==> config.mk <==
export PLATFORM = sky130hd
export DESIGN_NAME = mem_check_flat
export DESIGN_NICKNAME = d
export VERILOG_FILES = /design/src/rtl/mem_pkg.sv /design/src/rtl/mem_check_if.sv /design/src/rtl/rd_pipe.sv /design/src/rtl/mem_check.sv /design/src/flat_wrapper.sv
export SDC_FILE = /design/constraint.sdc
export NUM_CORES = 1
export LEC_CHECK = 0
export BUFFER_PORTS_ARGS = -buffer_cell sky130_fd_sc_hd__clkbuf_2
export CAP_MARGIN = 20
export CORE_ASPECT_RATIO = 1.75
export CORE_MARGIN = 2
export CORE_UTILIZATION = 40
export CTS_BUF_LIST = sky130_fd_sc_hd__clkbuf_16
export CTS_CLUSTER_SIZE = 25
export DETAILED_ROUTE_END_ITERATION = 12
export PLACE_DENSITY_LB_ADDON = 0.12
export SLEW_MARGIN = 5
export SYNTH_ARGS = -nofsm -noshare
export SYNTH_HDL_FRONTEND = slang
export SYNTH_HIERARCHICAL = 1
export SYNTH_SLANG_ARGS = --single-unit
==> constraint.sdc <==
create_clock -name clk -period 1.9 [get_ports clk]
set_input_delay 0.095 -clock clk [delete_from_list [all_inputs] [get_ports clk]]
set_output_delay 0.095 -clock clk [all_outputs]
set_load 0.05 [all_outputs]
==> src/rtl/mem_pkg.sv <==
// Shared constants and controller state type for the memory read-back checker.
package mem_pkg;
  localparam int ADDR_W = 8;
  localparam int DATA_W = 8;
  localparam int DEPTH  = 256;

  typedef enum logic [1:0] {
    IDLE,
    SCAN,
    DRAIN,
    DONE
  } state_t;
endpackage

==> src/rtl/mem_check_if.sv <==
// Memory-port bundle shared between the checker (master) and the memory mux (slave).
interface mem_check_if #(
  parameter int ADDR_W = mem_pkg::ADDR_W,
  parameter int DATA_W = mem_pkg::DATA_W
);
  logic [ADDR_W-1:0] address;
  logic              wren;
  logic [DATA_W-1:0] q;

  modport master (output address, output wren, input q);
  modport slave  (input address, input wren, output q);
endinterface

==> src/rtl/rd_pipe.sv <==
// Delay line that tags each issued address with a valid bit and re-presents
// it exactly RD_LAT cycles later, aligned with the memory's read data.
module rd_pipe #(
  parameter int RD_LAT = 1,
  parameter int ADDR_W = 8
) (
  input  logic              clk,
  input  logic              rst,
  input  logic              in_valid,
  input  logic [ADDR_W-1:0] in_addr,
  output logic              out_valid,
  output logic [ADDR_W-1:0] out_addr,
  output logic              busy
);
  logic              vld [RD_LAT];
  logic [ADDR_W-1:0] adr [RD_LAT];

  always_ff @(posedge clk or negedge rst) begin
    if (!rst) begin
      for (int unsigned i = 0; i < RD_LAT; i++) begin
        vld[i] <= 1'b0;
        adr[i] <= '0;
      end
    end else begin
      vld[0] <= in_valid;
      adr[0] <= in_addr;
      for (int unsigned i = 1; i < RD_LAT; i++) begin
        vld[i] <= vld[i-1];
        adr[i] <= adr[i-1];
      end
    end
  end

  assign out_valid = vld[RD_LAT-1];
  assign out_addr  = adr[RD_LAT-1];

  always_comb begin
    busy = 1'b0;
    for (int unsigned i = 0; i < RD_LAT; i++) busy = busy | vld[i];
  end
endmodule

==> src/rtl/mem_check.sv <==
// Sequential read-back checker: scans every word, compares it with its own
// address, and reports pass, error count, first bad address and a checksum.
module mem_check #(
  parameter int DEPTH  = mem_pkg::DEPTH,
  parameter int ADDR_W = mem_pkg::ADDR_W,
  parameter int DATA_W = mem_pkg::DATA_W,
  parameter int RD_LAT = 1
) (
  input  logic              clk,
  input  logic              rst,
  input  logic              start,
  output logic              finish,
  mem_check_if.master       mem,
  output logic              pass,
  output logic [ADDR_W:0]   err_count,
  output logic [ADDR_W-1:0] first_bad,
  output logic [15:0]       checksum
);
  import mem_pkg::*;

  localparam logic [ADDR_W:0] LAST = (ADDR_W+1)'(DEPTH);

  state_t            state;
  logic [ADDR_W:0]   cnt;
  logic              issue;
  logic              chk_valid;
  logic [ADDR_W-1:0] chk_addr;
  logic              pipe_busy;
  logic [DATA_W-1:0] exp_word;
  logic              miss;

  rd_pipe #(
    .RD_LAT(RD_LAT),
    .ADDR_W(ADDR_W)
  ) u_rd_pipe (
    .clk       (clk),
    .rst       (rst),
    .in_valid  (issue),
    .in_addr   (mem.address),
    .out_valid (chk_valid),
    .out_addr  (chk_addr),
    .busy      (pipe_busy)
  );

  assign exp_word = DATA_W'(chk_addr);
  assign miss     = chk_valid && (mem.q != exp_word);

  // The issue flag travels with the registered address so the delay line sees
  // exactly the address the memory is being driven with in that cycle.
  always_ff @(posedge clk or negedge rst) begin
    if (!rst) begin
      state       <= IDLE;
      mem.address <= '0;
      mem.wren    <= 1'b0;
      finish      <= 1'b0;
      pass        <= 1'b0;
      err_count   <= '0;
      first_bad   <= '0;
      checksum    <= '0;
      cnt         <= '0;
      issue       <= 1'b0;
    end else begin
      mem.wren <= 1'b0;
      case (state)
        IDLE: begin
          if (start) begin
            state       <= SCAN;
            mem.address <= '0;
            cnt         <= (ADDR_W+1)'(1);
            issue       <= 1'b1;
            err_count   <= '0;
            first_bad   <= '0;
            checksum    <= '0;
            pass        <= 1'b0;
          end
        end
        SCAN: begin
          if (cnt == LAST) begin
            state <= DRAIN;
            issue <= 1'b0;
          end else begin
            mem.address <= cnt[ADDR_W-1:0];
            cnt         <= cnt + 1'b1;
          end
        end
        DRAIN: begin
          // Final accumulator update has landed once nothing is left in flight.
          if (!pipe_busy) begin
            state  <= DONE;
            finish <= 1'b1;
            pass   <= (err_count == '0);
          end
        end
        DONE: begin
          if (!start) begin
            state  <= IDLE;
            finish <= 1'b0;
          end
        end
        default: state <= IDLE;
      endcase

      if (chk_valid) begin
        checksum <= checksum + 16'(mem.q);
        if (miss) begin
          if (err_count == '0) first_bad <= chk_addr;
          if (err_count != LAST) err_count <= err_count + 1'b1;
        end
      end
    end
  end
endmodule

==> src/flat_wrapper.sv <==
// flat-port wrapper written by rule: the top's interface ports become plain ports
module mem_check_flat import mem_pkg::*;
#(
  parameter int DEPTH  = mem_pkg::DEPTH,
  parameter int ADDR_W = mem_pkg::ADDR_W,
  parameter int DATA_W = mem_pkg::DATA_W,
  parameter int RD_LAT = 1
)
  (clk, rst, start, finish, pass, err_count, first_bad, checksum, mem_address, mem_wren, mem_q);
  mem_check_if #(.ADDR_W(ADDR_W), .DATA_W(DATA_W)) mem_i ();
  input  logic clk;
  input  logic rst;
  input  logic start;
  output logic finish;
  output logic pass;
  output logic [ADDR_W:0] err_count;
  output logic [ADDR_W-1:0] first_bad;
  output logic [15:0] checksum;
  output wire logic [$bits(mem_i.address)-1:0] mem_address;
  output wire logic [$bits(mem_i.wren)-1:0] mem_wren;
  input wire logic [$bits(mem_i.q)-1:0] mem_q;
  assign mem_address = mem_i.address;
  assign mem_wren = mem_i.wren;
  assign mem_i.q = mem_q;
  mem_check #(.DEPTH(DEPTH), .ADDR_W(ADDR_W), .DATA_W(DATA_W), .RD_LAT(RD_LAT)) u_core (.clk(clk), .rst(rst), .start(start), .finish(finish), .mem(mem_i), .pass(pass), .err_count(err_count), .first_bad(first_bad), .checksum(checksum));
endmodule
Word level (Yosys, flattened, before mapping) --
Index checks and enable logic that the tools add are counted. Widths: inputs -> output; s select.
Operators by class: eq/ne operators 11, mux-type cells 33, reduce and logical (&&, ||, !) cells 14, $add $sub $neg 3
Operators by type and width (number):
- $mux 9 | 7
- $mux 8 | 7
- $mux 16 | 3
- $add 9x1->9 const B | 2
- $pmux 9 s2 | 1
- $add 16x8->16 | 1
- $pmux 8 s2 | 1
- $reduce_and 3->1 | 4
- $reduce_bool 2->1 | 5
- $eq 9x9->1 const B | 1
- $logic_not 9->1 | 1
- $ne 9x9->1 const B | 1
- $mux 2 | 4
- $ne 2x2->1 const B | 4
- $ne 8x8->1 | 1
- $pmux 2 s4 | 1
- $mux 1 | 6
- $pmux 1 s2 | 3
- $eq 2x2->1 const B | 2
- $reduce_and 4->1 | 1
- $eq 2x1->1 const B | 1
- $logic_not 2->1 | 1
- $ne 2x1->1 const B | 1
- $reduce_and 2->1 | 1
- $logic_and 1x1->1 | 1
Word-level totals: output and inout port bits 44, bits in registers 64, input port bits 11, logic and storage cells 72

Depth between registers and ports, before layout --
Gate-level depths: netlist (run 1).
word-level depth 5, gate-level depth with buffers 8, depth with buffers taken out 8

Hierarchy --
The synthesis (run 1) kept the hierarchy.
Modules (own cells, without submodules):
- mem_check | area an instance 3264.4 um^2, instances 1, cells each 353
- rd_pipe | area an instance 232.7 um^2, instances 1, cells each 10

Least setup slack after synthesis (run 1) --
OpenSTA, ideal clock, no wires.
kind register to register, from register u_core.checksum[6], to register u_core.checksum[11], period minus slack after synthesis 2403 ps, data required time 1769 ps, cell stages (with the launch flop) 7, arrival time 2272 ps, path slack -503 ps, setup time 131 ps, cell sequence dfrtp_1 ha_1 a2111oi_0 o21ai_1 a31oi_1 nor4bb_1 or3_1
Between the ends: longest elaborated chain between the ends 2
Ends and longest elaborated chain:
- start, declared | line mem_check.sv:17 | output logic [15:0] checksum
- start signal, assigned | line mem_check.sv:104 | checksum <= checksum + 16'(mem.q);
- $add 16x8->16 | line mem_check.sv:104
- $mux 16 | line mem_check.sv:103 | if (chk_valid) begin
No other way between the ends. A chain may end at the register's enable or synchronous reset.

Final worst setup path (run 1) --
from register u_core.err_count[0], to register u_core.err_count[6]
Between the ends: longest elaborated chain between the ends 4
Ends and longest elaborated chain:
- start, declared | line mem_check.sv:15 | output logic [ADDR_W:0] err_count,
- start signal, assigned | line mem_check.sv:107 | if (err_count != LAST) err_count <= err_count + 1'b1;
- $add 9x1->9 / $ne 9x9->1 (equally long branches) | line mem_check.sv:107
- $mux 9 (*) | line mem_check.sv:107
- $mux 9 (*) | line mem_check.sv:105 | if (miss) begin
- $mux 9 (*) | line mem_check.sv:103
Every way passes the cells marked *; elsewhere a longest branch is shown, timed or not.

==> run summary, run 1 <==
========================================================================================================
Die extent in x                                                                                  74.7 um
Synthesized area                                                                               3500 um^2
Final Wtd Congestion                                                                               0.815
Violations in the final reports                                                             setup timing
Number of input and output port buffers inserted                                                      53
Top-Level Pins                                                                                        55
Total half-perimeter wirelength after legalization and detailed placement                        6.40 mm
Final worst-path setup slack                                                                   -0.119 ns
First-pass GRT wire length                                                                       14.4 mm
Data required time at the worst endpoint                                                         2.12 ns
Sum of negative setup slack                                                                     -1.30 ns
Clock H-tree levels                                                                                    3
CP Launch Point                                                                             u_core/err_count[0]
Setup slack at placement                                                                       -0.154 ns
Post-CTS clock slew at the launch and capture registers of the worst setup and hold paths        0.06 ns
Post-layout net count                                                                                497
Number of buffers created by CTS                                                                       9
Global route overflow                                                                                  0
Antenna cells                                                                                          0
Most used DFF post-synth                                                                    sky130_fd_sc_hd__dfrtp_1
Starting DRC count in detailed routing                                                               123
Period Utilization, post-route                                                                      106%
Category of the worst setup path launch point                                                  flip-flop
Status                                                                                      finished, violations left
Row count                                                                                             45
Min cycle time layout                                                                            2.02 ns
Final cell count without fillers                                                                     591
Initial antenna violation count                                                                        0
Insertion delay to the later sink of the worst-skew pair                                         0.33 ns
Count of final max-slew check failures                                                                 0
Leakage dissipation                                                                              2.37 nW
Top routing layer used                                                                              met4
Number of register bits inferred by synthesis                                                         64
Met2 wirelength from detailed routing                                                            4.73 mm
Worst hold slack after final layout                                                             0.147 ns
Number of flops mapped to enable cells by yosys                                                        0
Remaining design rule violation count                                                                  0
Kind of path behind the tightest hold check                                                       in2reg
Detailed-routing iteration count for the pre-antenna-repair pass                                       4
CTS root buf                                                                                sky130_fd_sc_hd__clkbuf_16
Sequential element share of the synthesized area                                                   45.8%
Detailed-route wire length per cell                                                              14.4 um
Total instance count after detailed placement                                                        570
Post-layout instance area                                                                      4940 um^2
Critical setup path kind                                                                         reg2reg
Effective utilization at floorplan                                                                 40.6%
Vertical die dimension                                                                            128 um
Worst vdd rail ir drop                                                                            767 uV
Total count of hold-check failures in the final report                                                 0
Worst r2r path cells                                                                                   7
Cell types occupying the most area after synthesis                                          sky130_fd_sc_hd__dfrtp_1 46%, sky130_fd_sc_hd__mux2i_1 6.0%, sky130_fd_sc_hd__nand2_1 5.8%
Via count                                                                                           2989
Number of global-route vias before repair                                                           3078
Post-detailed-route via-to-cell ratio                                                               5.06
Maximum clock path buffer count                                                                        2
Per-instance average area after synthesis                                                      9.63 um^2
Total power after layout                                                                         8.53 mW
Highest clock rate                                                                               495 MHz
Power per unit of standard cell area                                                        1730 nW/um^2
Max FO, Critical Path                                                                                  4
Cells after synthesis                                                                                363
Final core occ                                                                                     57.3%
Yosys top cell area share                                                                          45.8%
Routed metal-1 wirelength                                                                        3.39 mm
Sink Count                                                                                            64
Max-Cap Viols                                                                                          0
Source of the worst hold timing path                                                               start
Final setup fails                                                                                     17
Worst Clk Skew                                                                                0.00457 ns
Type of element capturing the critical path                                                    flip-flop
Dpl cell area                                                                                  4390 um^2
Core Footprint                                                                                 8610 um^2
Share of post-route cells with drive strength above 1                                              37.8%
Maximum number of pins on one net before global-route repair                                          43
Arrival time of data at the critical path endpoint                                               2.24 ns
Yosys warnings                                                                                         6
DR WL met3                                                                                        233 um
Number of unique standard cell types used by synthesis                                                55
Count of nets left with antenna violations after detail routing                                        0
TritonCTS clock tree                                                                               built
Proportion of register bits with asynchronous set or reset after synthesis                          100%
Cell taking the most area after synthesis                                                   sky130_fd_sc_hd__dfrtp_1
DIE AREA                                                                                       9540 um^2
Syn_nets                                                                                             391
Instance count along the most critical hold path                                                       3
Layout-stage area growth over the synthesis result                                                 41.2%
Wirelength, routed                                                                               8.51 mm
GRT Resource Usage Total                                                                           19.6%
Unrepaired setup endpoints after global routing                                                     true
Reg2Reg Launch Point                                                                        u_core/err_count[0]
Most used cells in the layout excluding fill and tap cells                                  53 x sky130_fd_sc_hd__clkbuf_2, 53 x sky130_fd_sc_hd__dfrtp_1, 52 x sky130_fd_sc_hd__nand2_1
========================================================================================================
[path summary, 6_finish.rpt]
kind	endpoint	slack, ns
worst max register to register	u_core/err_count[6]	-0.12
max in group asynchronous	u_core/err_count[4]	1.28
worst min register to register	u_core/u_rd_pipe/out_addr[3]	0.40
min in group asynchronous	u_core/checksum[2]	0.30
worst max-delay path	u_core/err_count[6]	-0.12
worst min-delay path	u_core/finish	0.15
[metal layers]
metal  vias up  GRT usage [%]
met5         -              0
met4         0           7.46
met3        10           3.38
met2        42           35.3
met1      1450           22.4
li1       1487              -
[cells by family after synthesis]
| family | synth area share [%] |
|---|---|
| adder cells (fa/ha/maj) | 6.30 |
| other | 0.107 |
| flip-flops | 45.8 |
| XOR/XNOR | 4.26 |
| AND/OR/NAND/NOR | 19.0 |
| buffers and inverters | 4.76 |
| AO/OA/AOI/OAI | 12.8 |
| multiplexers | 6.98 |
[report_power, final]
group | leakage [nW] | internal [mW] | total, mW | switching (mW)
sequential | 0.796 | 1.75 | 2.09 | 0.340
combinational | 1.41 | 1.85 | 4.54 | 2.69
clock | 0.166 | 1.28 | 1.90 | 0.616
total | 2.37 | 4.88 | 8.53 | 3.65
[flip-flops by register name, indices dropped and copies added (netlist names)]
signal and cells:
u_core/checksum 16, u_core/cnt 9, u_core/err_count 9, u_core/first_bad 8
u_core/mem.address 8, u_core/u_rd_pipe/out_addr 8, u_core/state 2, u_core/finish 1
u_core/issue 1, u_core/pass 1, u_core/u_rd_pipe/busy 1
[synthesized netlist by cell type (4+ instances only)]
cell type / number
sky130_fd_sc_hd__nand2_1: 54
sky130_fd_sc_hd__xor2_1: 8
sky130_fd_sc_hd__o21ai_0: 30
sky130_fd_sc_hd__nand2b_1: 4
sky130_fd_sc_hd__dfrtp_1: 64
sky130_fd_sc_hd__xnor2_1: 9
sky130_fd_sc_hd__mux2i_1: 21
sky130_fd_sc_hd__and3_1: 7
sky130_fd_sc_hd__a21o_1: 4
sky130_fd_sc_hd__clkbuf_1: 8
sky130_fd_sc_hd__inv_1: 24
sky130_fd_sc_hd__nand4_1: 5
sky130_fd_sc_hd__a21oi_1: 7
sky130_fd_sc_hd__ha_1: 16
sky130_fd_sc_hd__a31oi_1: 5
sky130_fd_sc_hd__nor2_1: 17
sky130_fd_sc_hd__nor3b_1: 4
sky130_fd_sc_hd__or3_1: 5
sky130_fd_sc_hd__nand3_1: 16
sky130_fd_sc_hd__o22ai_1: 4
[worst max-delay path: stages (launching register included)]
cell and delay, ns:
sky130_fd_sc_hd__dfrtp_2 0.40, sky130_fd_sc_hd__inv_2 0.07, sky130_fd_sc_hd__ha_4 0.12, sky130_fd_sc_hd__or4b_4 0.46, sky130_fd_sc_hd__o31a_1 0.28, sky130_fd_sc_hd__o21ai_4 0.11, sky130_fd_sc_hd__mux2_4 0.32, sky130_fd_sc_hd__a21o_1 0.15
[area by class of cell]
type                       count  area (um^2)
inverter                      24         90.1
multi-input combinational    262         2020
sequential                    64         1620
timing repair buffer         108          723
fill                         771         3680
tap                          117          146
clock inverter                 7          120
clock buffer                   9          225
[repair_timing]
| item | 4_1_cts | 5_1_grt |
|---|---|---|
| setup endpoints to repair | 23 | 42 |
| pin swaps | 2 | 9 |
| resized for setup | 8 | 27 |
| hold buffers | 1 | 0 |
| hold endpoints to repair | 64 | 0 |
| buffers inserted | 1 | 4 |
(Power assumes the default switching activity.)
==> run 2: changes to the inputs <==
--- a/config.mk
+++ b/config.mk
@@ -5,7 +5,6 @@
 export SDC_FILE = /design/constraint.sdc
 export NUM_CORES = 1
 export LEC_CHECK = 0
-export BUFFER_PORTS_ARGS = -buffer_cell sky130_fd_sc_hd__clkbuf_2
 export CAP_MARGIN = 20
 export CORE_ASPECT_RATIO = 1.75
 export CORE_MARGIN = 2
@@ -13,7 +12,9 @@
 export CTS_BUF_LIST = sky130_fd_sc_hd__clkbuf_16
 export CTS_CLUSTER_SIZE = 25
 export DETAILED_ROUTE_END_ITERATION = 12
+export DONT_BUFFER_PORTS = 1
 export PLACE_DENSITY_LB_ADDON = 0.12
+export SKIP_CTS_REPAIR_TIMING = 1
 export SLEW_MARGIN = 5
 export SYNTH_ARGS = -nofsm -noshare
 export SYNTH_HDL_FRONTEND = slang
==> run summary, run 2 (same netlist as run 1, synthesis figures left out) <==
========================================================================================================
Status                                                                                      finished, violations left
Violations in the final reports                                                             hold timing, setup timing
Type of element capturing the critical path                                                    flip-flop
Largest register by flop count                                                              u_core/checksum
Total count of hold-check failures in the final report                                                 1   +1
P_sw                                                                                             3.58 mW   -2.0%
Worst vdd rail ir drop                                                                            810 uV   +5.6%
Headroom to the max-slew limit                                                                     64.5%
Max-Cap Viols                                                                                          0   unchanged
Share of post-route cells with drive strength above 1                                              29.6%   -8.2 points
Highest clock rate                                                                               491 MHz   -0.82%
Final setup fails                                                                                     18   +1
Post-detailed-route via-to-cell ratio                                                               5.24   +3.5%
Unrepaired setup endpoints after global routing                                                     true
Effective utilization at floorplan                                                                 40.6%   unchanged
Number of flip-flops in the largest register                                                          16   unchanged
Antenna cells                                                                                          0   unchanged
Cell internal power dissipation                                                                  4.66 mW   -4.7%
Final Wtd Congestion                                                                               0.879   +7.9%
Period Utilization, post-route                                                                      107%   +0.87 points
Count of nets left with antenna violations after detail routing                                        0   unchanged
Maximum number of pins on one net before global-route repair                                          65   +51%
Wirelength, routed                                                                               8.61 mm   +1.1%
GRT Resource Usage Total                                                                           19.5%   -0.12 points
Max FO, Critical Path                                                                                  4   unchanged
Share of power burned in combinational logic                                                       51.6%   -1.6 points
Sum of negative setup slack                                                                     -1.14 ns   +0.164 ns
Arrival time of data at the critical path endpoint                                               2.25 ns   about the same
Core Footprint                                                                                 8610 um^2   unchanged
Detailed-routing iteration count for the pre-antenna-repair pass                                       4   unchanged
Post-CTS clock slew at the launch and capture registers of the worst setup and hold paths        0.06 ns   about the same
Remaining design rule violation count                                                                  0   unchanged
TritonCTS clock tree                                                                               built
Sink Count                                                                                            64   unchanged
Global route overflow                                                                                  0   unchanged
Die extent in x                                                                                  74.7 um   unchanged
Final worst-path setup slack                                                                   -0.136 ns   -0.0166 ns
Worst Clk Skew                                                                                0.00628 ns   +0.00171 ns
Leakage dissipation                                                                              2.18 nW   -7.9%
Switch share                                                                                       43.4%   +0.68 points
Initial antenna violation count                                                                        0   unchanged
Min cycle time layout                                                                            2.04 ns   +0.0166 ns
Number of global-route vias before repair                                                           2887   -6.2%
Total half-perimeter wirelength after legalization and detailed placement                        6.36 mm   -0.62%
Worst hold slack after final layout                                                          -0.00330 ns   -0.150 ns
Worst Max-Slew Pin Slew                                                                         0.533 ns
Insertion delay to the later sink of the worst-skew pair                                         0.33 ns   about the same
Kind of path behind the tightest hold check                                                       in2reg
Via count                                                                                           2880   -3.6%
Power per unit of standard cell area                                                        1750 nW/um^2   +1.5%
Post-layout net count                                                                                456   -8.2%
Top-Level Pins                                                                                        55   unchanged
Leading registers by flop count                                                             u_core/checksum (16), u_core/cnt (9), u_core/err_count (9)
Data required time at the worst endpoint                                                         2.12 ns   about the same
Critical setup path kind                                                                         reg2reg
Detailed-route wire length per cell                                                              15.7 um   +8.7%
Maximum clock path buffer count                                                                        2   unchanged
DIE AREA                                                                                       9540 um^2   unchanged
Count of final max-slew check failures                                                                 0   unchanged
Final core occ                                                                                     54.5%   -2.8 points
CTS root buf                                                                                sky130_fd_sc_hd__clkbuf_16
Row count                                                                                             45   unchanged
Most common library cell in the layout ignoring fill and taps                               sky130_fd_sc_hd__buf_4
Category of the worst setup path launch point                                                  flip-flop
Clock H-tree levels                                                                                    3   unchanged
Part of the power in registers                                                                     27.1%   +2.6 points
Fraction of power consumed by the clock network                                                    21.3%   -0.9 points
Vertical die dimension                                                                            128 um   unchanged
First-pass GRT wire length                                                                       14.0 mm   -2.7%
Number of input and output port buffers inserted                                                       0   -100%
Starting DRC count in detailed routing                                                                96   -22%
Layout-stage area growth over the synthesis result                                                 34.2%
Number of buffers created by CTS                                                                       9   unchanged
Most used cells in the layout excluding fill and tap cells                                  57 x sky130_fd_sc_hd__buf_4, 54 x sky130_fd_sc_hd__nand2_1, 53 x sky130_fd_sc_hd__dfrtp_1
========================================================================================================
## run 2: cell types whose count changed in the layout (fill, tap and decap cells not counted), sizes merged
| cell | before | now |
|---|---|---|
| buf | 54 | 65 |
| bufinv | 3 | 2 |
| clkbuf | 62 | 9 |
| clkinvlp | 1 | 2 |
| dlygate4sd3 | 1 | 2 |
## run 2: final cells by class
cell class	count	area, um^2
Inverter	24	90.1
Fill cell	784	3920
Multi-Input combinational cell	262	1970
Tap cell	117	146
Timing Repair Buffer	67	554
Clock inverter	7	96.3
Clock buffer	9	225
Sequential cell	64	1620
## run 2: path summary, 6_finish.rpt
path | slack, ns | endpoint | startpoint | depth (start not counted)
max | -0.14 | u_core/err_count[6] | u_core/err_count[0] | 7
min | -0.003 | u_core/checksum[0] | mem_q[0] | 3
max reg2reg | -0.14 | u_core/err_count[6] | u_core/err_count[0] | 7
min reg2reg | 0.40 | u_core/u_rd_pipe/busy | u_core/issue | 0
max in group asynchronous | 1.30 | u_core/err_count[0] | rst | 2
min in group asynchronous | 0.30 | u_core/checksum[1] | rst | 2
## run 2: routing by layer
layer  GRT usage [%]  routed length [um]  part of all wire [%]
met1            21.9                3340                    39
met2            34.0                4730                    55
met4            8.51                 217                   2.5
met3            4.64                 324                   3.8
met5               0                   0                     0
## run 2: power groups by stage
stage / logic (mW) / registers, mW / clock network [mW]
after global placement: 3.92 / 2.23 / 0
after CTS: 4.00 / 2.23 / 1.81
final: 4.25 / 2.23 / 1.76
after global routing: 4.64 / 2.29 / 1.86
after floorplan: 1.96 / 3.05 / 0
after detailed placement: 3.98 / 2.25 / 0
## run 2: critical path: stages (launching register included)
cell and delay [ns]:
sky130_fd_sc_hd__dfrtp_2 0.40, sky130_fd_sc_hd__inv_2 0.05, sky130_fd_sc_hd__ha_1 0.12, sky130_fd_sc_hd__or4b_4 0.48, sky130_fd_sc_hd__o31a_1 0.29, sky130_fd_sc_hd__o21ai_4 0.10
sky130_fd_sc_hd__mux2_4 0.32, sky130_fd_sc_hd__a21o_1 0.17
## run 2: stage by stage
| step | power [mW] | std cells | cell area [um^2] | worst slack, ns |
|---|---|---|---|---|
| detailed placement | 6.23 | 528 | 4190 | -0.166 |
| global placement | 6.16 | 528 | 4190 | -0.119 |
| CTS | 8.03 | 544 | 4510 | -0.167 |
| floorplan | 5.01 | 363 | 3670 | -0.255 |
| finish | 8.23 | 550 | 4690 | -0.136 |
| global route | 8.78 | 550 | 4690 | -0.220 |
